[src/rtl/bit_stream_serializer.sv]
`default_nettype none
// +----------------------------------------------------------------------------+
// | Module   : bit_stream_serializer                                           |
// | Purpose  : Valid/ready parallel-in, registered serial-out bit streamer.    |
// | Revision : 1.0  initial release                                            |
// +----------------------------------------------------------------------------+
module bit_stream_serializer #(
  parameter int WIDTH     = 8,
  parameter bit MSB_FIRST = 1'b1
) (
  input  logic                     clk,
  input  logic                     reset,
  input  logic                     load_valid,
  input  logic [WIDTH-1:0]         load_data,
  output logic                     load_ready,
  output logic                     out,
  output logic                     out_valid,
  output logic                     frame_done,
  output logic [$clog2(WIDTH)-1:0] bit_index
);

  localparam int              c_CNT_W   = $clog2(WIDTH);
  localparam logic [c_CNT_W-1:0] c_LAST    = c_CNT_W'(WIDTH - 1);
  localparam logic [c_CNT_W-1:0] c_CNT_ONE = c_CNT_W'(1);

  localparam logic [0:0] c_IDLE  = 1'b0;
  localparam logic [0:0] c_SHIFT = 1'b1;

  logic [0:0]         r_state;
  logic [0:0]         w_state_nxt;
  logic [WIDTH-1:0]   r_shift;
  logic [WIDTH-1:0]   w_shift_nxt;
  logic [WIDTH-1:0]   w_shifted;
  logic [c_CNT_W-1:0] r_cnt;
  logic [c_CNT_W-1:0] w_cnt_nxt;
  logic               r_out;
  logic               r_out_valid;
  logic               r_frame_done;
  logic               w_out_nxt;
  logic               w_out_valid_nxt;
  logic               w_frame_done_nxt;
  logic               w_first_of_next;
  logic               w_last;
  logic               w_accept;

  // Rotation rather than zero-fill: the vacated bit is never presented,
  // and reading every bit keeps the register fully used.
  generate
    if (MSB_FIRST) begin : g_msb_first
      assign w_shifted       = {r_shift[WIDTH-2:0], r_shift[WIDTH-1]};
      assign w_first_of_next = w_shift_nxt[WIDTH-1];
    end else begin : g_lsb_first
      assign w_shifted       = {r_shift[0], r_shift[WIDTH-1:1]};
      assign w_first_of_next = w_shift_nxt[0];
    end
  endgenerate

  assign w_last     = (r_state == c_SHIFT) && (r_cnt == c_LAST);
  assign load_ready = (r_state == c_IDLE) || w_last;
  assign w_accept   = load_valid && load_ready;

  // State register plus registered outputs
  always_ff @(posedge clk or negedge reset) begin
    if (!reset) begin
      r_state      <= c_IDLE;
      r_shift      <= '0;
      r_cnt        <= '0;
      r_out        <= 1'b0;
      r_out_valid  <= 1'b0;
      r_frame_done <= 1'b0;
    end else begin
      r_state      <= w_state_nxt;
      r_shift      <= w_shift_nxt;
      r_cnt        <= w_cnt_nxt;
      r_out        <= w_out_nxt;
      r_out_valid  <= w_out_valid_nxt;
      r_frame_done <= w_frame_done_nxt;
    end
  end

  // Next-state and datapath
  always_comb begin
    w_state_nxt = r_state;
    w_shift_nxt = r_shift;
    w_cnt_nxt   = r_cnt;
    case (r_state)
      c_IDLE: begin
        if (w_accept) begin
          w_state_nxt = c_SHIFT;
          w_shift_nxt = load_data;
          w_cnt_nxt   = '0;
        end
      end
      c_SHIFT: begin
        if (!w_last) begin
          w_shift_nxt = w_shifted;
          w_cnt_nxt   = r_cnt + c_CNT_ONE;
        end else if (w_accept) begin
          w_shift_nxt = load_data;
          w_cnt_nxt   = '0;
        end else begin
          w_state_nxt = c_IDLE;
          w_shift_nxt = '0;
          w_cnt_nxt   = '0;
        end
      end
      default: begin
        w_state_nxt = c_IDLE;
        w_shift_nxt = '0;
        w_cnt_nxt   = '0;
      end
    endcase
  end

  // Output decode; out is forced low whenever no payload is present
  always_comb begin
    w_out_valid_nxt  = (w_state_nxt == c_SHIFT);
    w_out_nxt        = w_out_valid_nxt && w_first_of_next;
    w_frame_done_nxt = w_out_valid_nxt && (w_cnt_nxt == c_LAST);
  end

  assign out        = r_out;
  assign out_valid  = r_out_valid;
  assign frame_done = r_frame_done;
  assign bit_index  = r_cnt;

endmodule
`default_nettype wire
[config.mk]
export PLATFORM = sky130hd
export DESIGN_NAME = bit_stream_serializer
export DESIGN_NICKNAME = d
export VERILOG_FILES = /design/src/rtl/bit_stream_serializer.sv
export SDC_FILE = /design/constraint.sdc
export NUM_CORES = 1
export LEC_CHECK = 0
export BUFFER_PORTS_ARGS = -buffer_cell sky130_fd_sc_hd__buf_4
export CORE_MARGIN = 1
export CORE_UTILIZATION = 45
export CTS_BUF_LIST = sky130_fd_sc_hd__clkbuf_8
export DETAILED_ROUTE_END_ITERATION = 6
export GPL_TIMING_DRIVEN = 0
export PLACE_DENSITY = 0.69
export SYNTH_ARGS = -nofsm -noshare
export SYNTH_HDL_FRONTEND = slang
export SYNTH_SLANG_ARGS = --single-unit
export TNS_END_PERCENT = 50
[constraint.sdc]
create_clock -name clk -period 4.2 [get_ports clk]
set_clock_uncertainty 0.1 [all_clocks]
set_input_delay 0.21 -clock clk [delete_from_list [all_inputs] [get_ports clk]]
set_output_delay 0.21 -clock clk [all_outputs]
set_load 0.03 [all_outputs]
==> Yosys cells after proc, flatten, opt, wreduce, memory -nomap -nowiden <==
Index checks and enable logic that the tools add are counted.
Widths: inputs -> output; s select.
{ "totals": {"wordCells": 26, "inputBits": 11, "output_inout_bits": 7, "register_bits": 14} }
{ "classes": {"n_eq_ne": 3, "n_reduce_logical": 5, "bitwise": 1, "addsub": 1, "mux": 10} }
{ "op_table": {"columns": ["operator", "count"], "rows": [
  ["$mux 8", 3],
  ["$pmux 8 s2", 1],
  ["$eq 3x3->1 const B", 2],
  ["$mux 3", 2],
  ["$pmux 3 s2", 1],
  ["$logic_and 1x1->1", 4],
  ["$add 3x1->3 const B", 1],
  ["$mux 1", 2],
  ["$ne 2x2->1 const B", 1],
  ["$pmux 1 s2", 1],
  ["$logic_or 1x1->1", 1],
  ["$not 1->1", 1]
]} }

==> Logic depth before layout (Yosys ltp) <==
{ "depth": {"word_depth": 8, "ltp_mapped": 6, "depth_no_buf": 5} }

==> Worst setup path before layout <==
Ideal clock, no wire load.
{ "synth_timing": {"path_type": "register to register", "from": "reg r_cnt[0], in the netlist bit_index[0]", "to": "reg r_shift[0]", "setup_ns": 0.086, "setup_slack_ns": 2.522, "arrival_time_ns": 1.492, "required_time_ns": 4.014, "path_stages_with_launch": 7, "path_cell_list": "dfrtp_1 > ha_1 > ha_1 > buf_6 > nor2b_4 > inv_4 > o221ai_2"} }
{ "synth_via": {"elab_chain_len": 7, "elab_cells_between_ends": 8, "classes_between": "eq/ne: 2; mux: 3; reduce/logical: 3"} }
{ "synth_rtl": {"columns": ["item", "line_no", "rtl"], "rows": [
  ["start: declaration", "34", "logic [c_CNT_W-1:0] r_cnt;"],
  ["start signal: assignment", "74", "r_cnt <= w_cnt_nxt;"],
  ["$eq 3x3->1 *", "58", "assign w_last = (r_state == c_SHIFT) && (r_cnt == c_LAST);"],
  ["$logic_and 1x1->1 *", "58", null],
  ["$logic_or 1x1->1 *", "59", "assign load_ready = (r_state == c_IDLE) || w_last;"],
  ["named net load_ready", "15", "output logic load_ready,"],
  ["$logic_and 1x1->1 *", "60", "assign w_accept = load_valid && load_ready;"],
  ["$mux 8", "98", "end else if (w_accept) begin"],
  ["$mux 8", "95", "if (!w_last) begin"],
  ["$pmux 8 s2", "86", "case (r_state)"],
  ["end signal: assignment", "73", "r_shift <= w_shift_nxt;"],
  ["end: declaration", "31", "logic [WIDTH-1:0] r_shift;"]
]} }
Mark *: on every way through the listed nets, which the timed path passes. The rest lies on a longest branch.
A chain may end at the register's enable or synchronous reset.

==> Worst setup path after layout <==
{ "layout_timing": {"from": "reg r_cnt[0], in the netlist bit_index[0]", "to": "out load_ready"} }
{ "layout_via": {"elab_chain_len": 3} }
{ "layout_rtl": {"columns": ["item", "line_no"], "rows": [
  ["$eq 3x3->1", "58"],
  ["$logic_and 1x1->1", "58"],
  ["$logic_or 1x1->1", "59"],
  ["end: declaration", "15"]
]} }
Every way passes these cells.

==> results by group <==
Min path
  • HP Start: load_data[2]
  • Worst Hold Class: primary input to register
  • Hold depth: 3
  • Worst Hold End: r_shift[2]$_DFFE_PN0P_

Flow run
  • # Max-Cap Violations: 0

Drt
  • DRC: 0
  • Post-DRT Antenna Nets: 0
  • Post-DR vias/cell: 5.46
  • DR WL/cell: 14.3 microns
  • Wirelength, routed: 1430 microns
  • Via count: 546
  • Drt first pass iters: 2
  • Initial drt markers: 4

Synth
  • Synth Net Count: 76
  • Count of cell types in the netlist: 18
  • Cell area after synthesis: 768 sq um
  • Async SR Flop Fraction: 1.00
  • Post-synthesis sequential area ratio: 0.456
  • Synth warnings: 0
  • Syn_area_per_cell: 12.2 sq um
  • Gate Count Post-Synth: 63
  • Number of synthesized register bits: 14
  • Post-synth EDFFs: 0
  • Top FF cell, synth: dfrtp_1

Critical path
  • Crit Reg-Reg Startpoint: bit_index[0]$_DFF_PN0_
  • Worst R2R End: r_shift[4]$_DFFE_PN0P_
  • Worst EP arrival: 1.67 ns
  • Crit end category: output pin
  • Crit path max fanout: 10
  • R2R cell count: 6
  • Critical Path Source: bit_index[0]$_DFF_PN0_
  • Worst EP required: 3.89 ns
  • CP Class: register to output pin
  • Flop2flop setup slack: 2.60 ns
  • Critical Path Start Type: register

Global routing
  • Antenna violations before repair: 0
  • Largest net degree at the start of global routing: 15
  • First-pass GRT wire length: 2370 microns
  • GRT overflow: 0
  • Vias in the first global route: 553
  • GR Util All Layers: 0.179

Place
  • GPL Wtd Cong: 0.717
  • Post-DP HPWL: 988 microns
  • Dpl ws: 2.47 ns
  • # port buffers: 16

Power and ir drop
  • Peak VDD IR: 0.435 mV
  • Tot Pwr: 692 uW
  • Leak pwr: 0.465 nW
  • Power Density: 711 nW/um^2

STA
  • Crit share post-route: 0.471
  • Final Hold Fails: 0
  • Unrepaired setup endpoints after global routing: false
  • Smallest setup slack after layout: 2.22 ns
  • Number of max-slew violations in the final report: 0
  • Worst hold margin: 0.118 ns
  • Setup Viol. Count Final: 0
  • Slew HR: 0.863
  • FMAX: 505 MHz
  • Post-layout min period: 1.98 ns
  • Setup_tns: 0 ns
  • Worst Max-Slew Pin Slew: 0.200 ns

Clock tree
  • Max clock buf depth: 2
  • CTS tree: done
  • Worst-path clk slew: 0.06 ns
  • Total CTS buffers: 3
  • Depth of the CTS H-tree: 1
  • Postcts setup bufs: 0
  • Clock tree root buffer cell: clkbuf_8
  • Clk sinks: 14
  • Clk_lat worst skew: 0.25 ns
  • Post-cts sizing count: 0

Die
  • Die area: 1880 sq um
  • Initial Utilization: 0.493
  • Ports: 18
  • Row cnt: 14
  • Die Ht: 43.3 microns
  • Die width: 43.3 microns
  • Core ar.: 1560 sq um

Final layout
  • Area added between synthesis and finish: 26.7%
  • Final net count: 98
  • Share of cells above drive strength 1: 0.417
  • Commonest non-fill, non-tap cells in the layout: buf_4 (16), dfrtp_1 (14), mux2i_1 (8), nand3_1 (8)
  • Most common cell after layout, fill and taps aside: buf_4
  • Antenna cell count: 0

Status
  • Status: finished clean
per-layer routing:
metal	routed length, microns	vias to the layer above	global-route usage
met3	73	3	0.0766
met2	733	11	0.306
met5	0	-	0
met4	10	0	0.0563
met1	615	260	0.202
li1	-	272	-
synthesized netlist by cell type (2+ instances only):
| master | count | area, sq um |
|---|---|---|
| dfrtp_1 | 14 | 350 |
| nand2_1 | 2 | 7.51 |
| ha_1 | 2 | 25.0 |
| nand3_1 | 8 | 40.0 |
| o221ai_2 | 7 | 105 |
| inv_1 | 7 | 26.3 |
| a22o_1 | 2 | 17.5 |
| mux2i_1 | 8 | 80.1 |
| buf_6 | 4 | 45.0 |
through the flow:
stage	instance area (sq um)	std cells	util
2_1_floorplan	768	63	-
3_3_place_gp	908	95	0.583
3_5_place_dp	908	95	0.583
4_1_cts	973	100	0.624
5_1_grt	973	100	0.624
6_report	973	100	0.624
critical path: stages, from the launching register on:
cell and delay (ns):
dfrtp_1 0.41, ha_1 0.21, ha_1 0.18, buf_6 0.15, nor2b_4 0.18, inv_4 0.10, buf_4 0.18
worst max path at each step:
stage          cells after the start  slack (ns)                endpoint
3_5_place_dp                       6        2.47              load_ready
6_report                           6        2.22              load_ready
3_3_place_gp                       6        2.47              load_ready
4_1_cts                            6        2.21              load_ready
2_1_floorplan                      6        2.52  r_shift[0]$_DFFE_PN0P_
5_1_grt                            6        2.13              load_ready
flip-flops by register name, indices dropped and copies added, names as in the netlist:
name	count
out_valid	1
bit_index	3
frame_done	1
r_shift	8
out	1
cell families after synthesis:
family                     synth area share
buffers and inverters                 0.101
AOI/OAI and AO/OA                     0.176
adders and majority gates            0.0326
and+or+nand+nor                       0.116
DFF                                   0.456
muxes                                 0.119
cell type report:
type | count | area (sq um)
plain buffers | 4 | 45.0
clock buffers | 4 | 55.1
flip-flops and latches | 14 | 350
fillers | 137 | 586
inverters | 8 | 32.5
multi-input cells | 37 | 340
well taps | 16 | 20.0
repair buffers | 17 | 130
power breakdown:
part | switching, mW | internal, mW | total (mW)
sequential | 0.0341 | 0.192 | 0.226
combinational | 0.181 | 0.154 | 0.335
clock | 0.0478 | 0.0831 | 0.131
what timing repair did:
action | 4_1_cts | 5_1_grt
setup endpoints to repair | 0 | 0
hold buffers | 1 | 0
hold endpoints to repair | 14 | 0
Power figures use the tool's default switching activity.
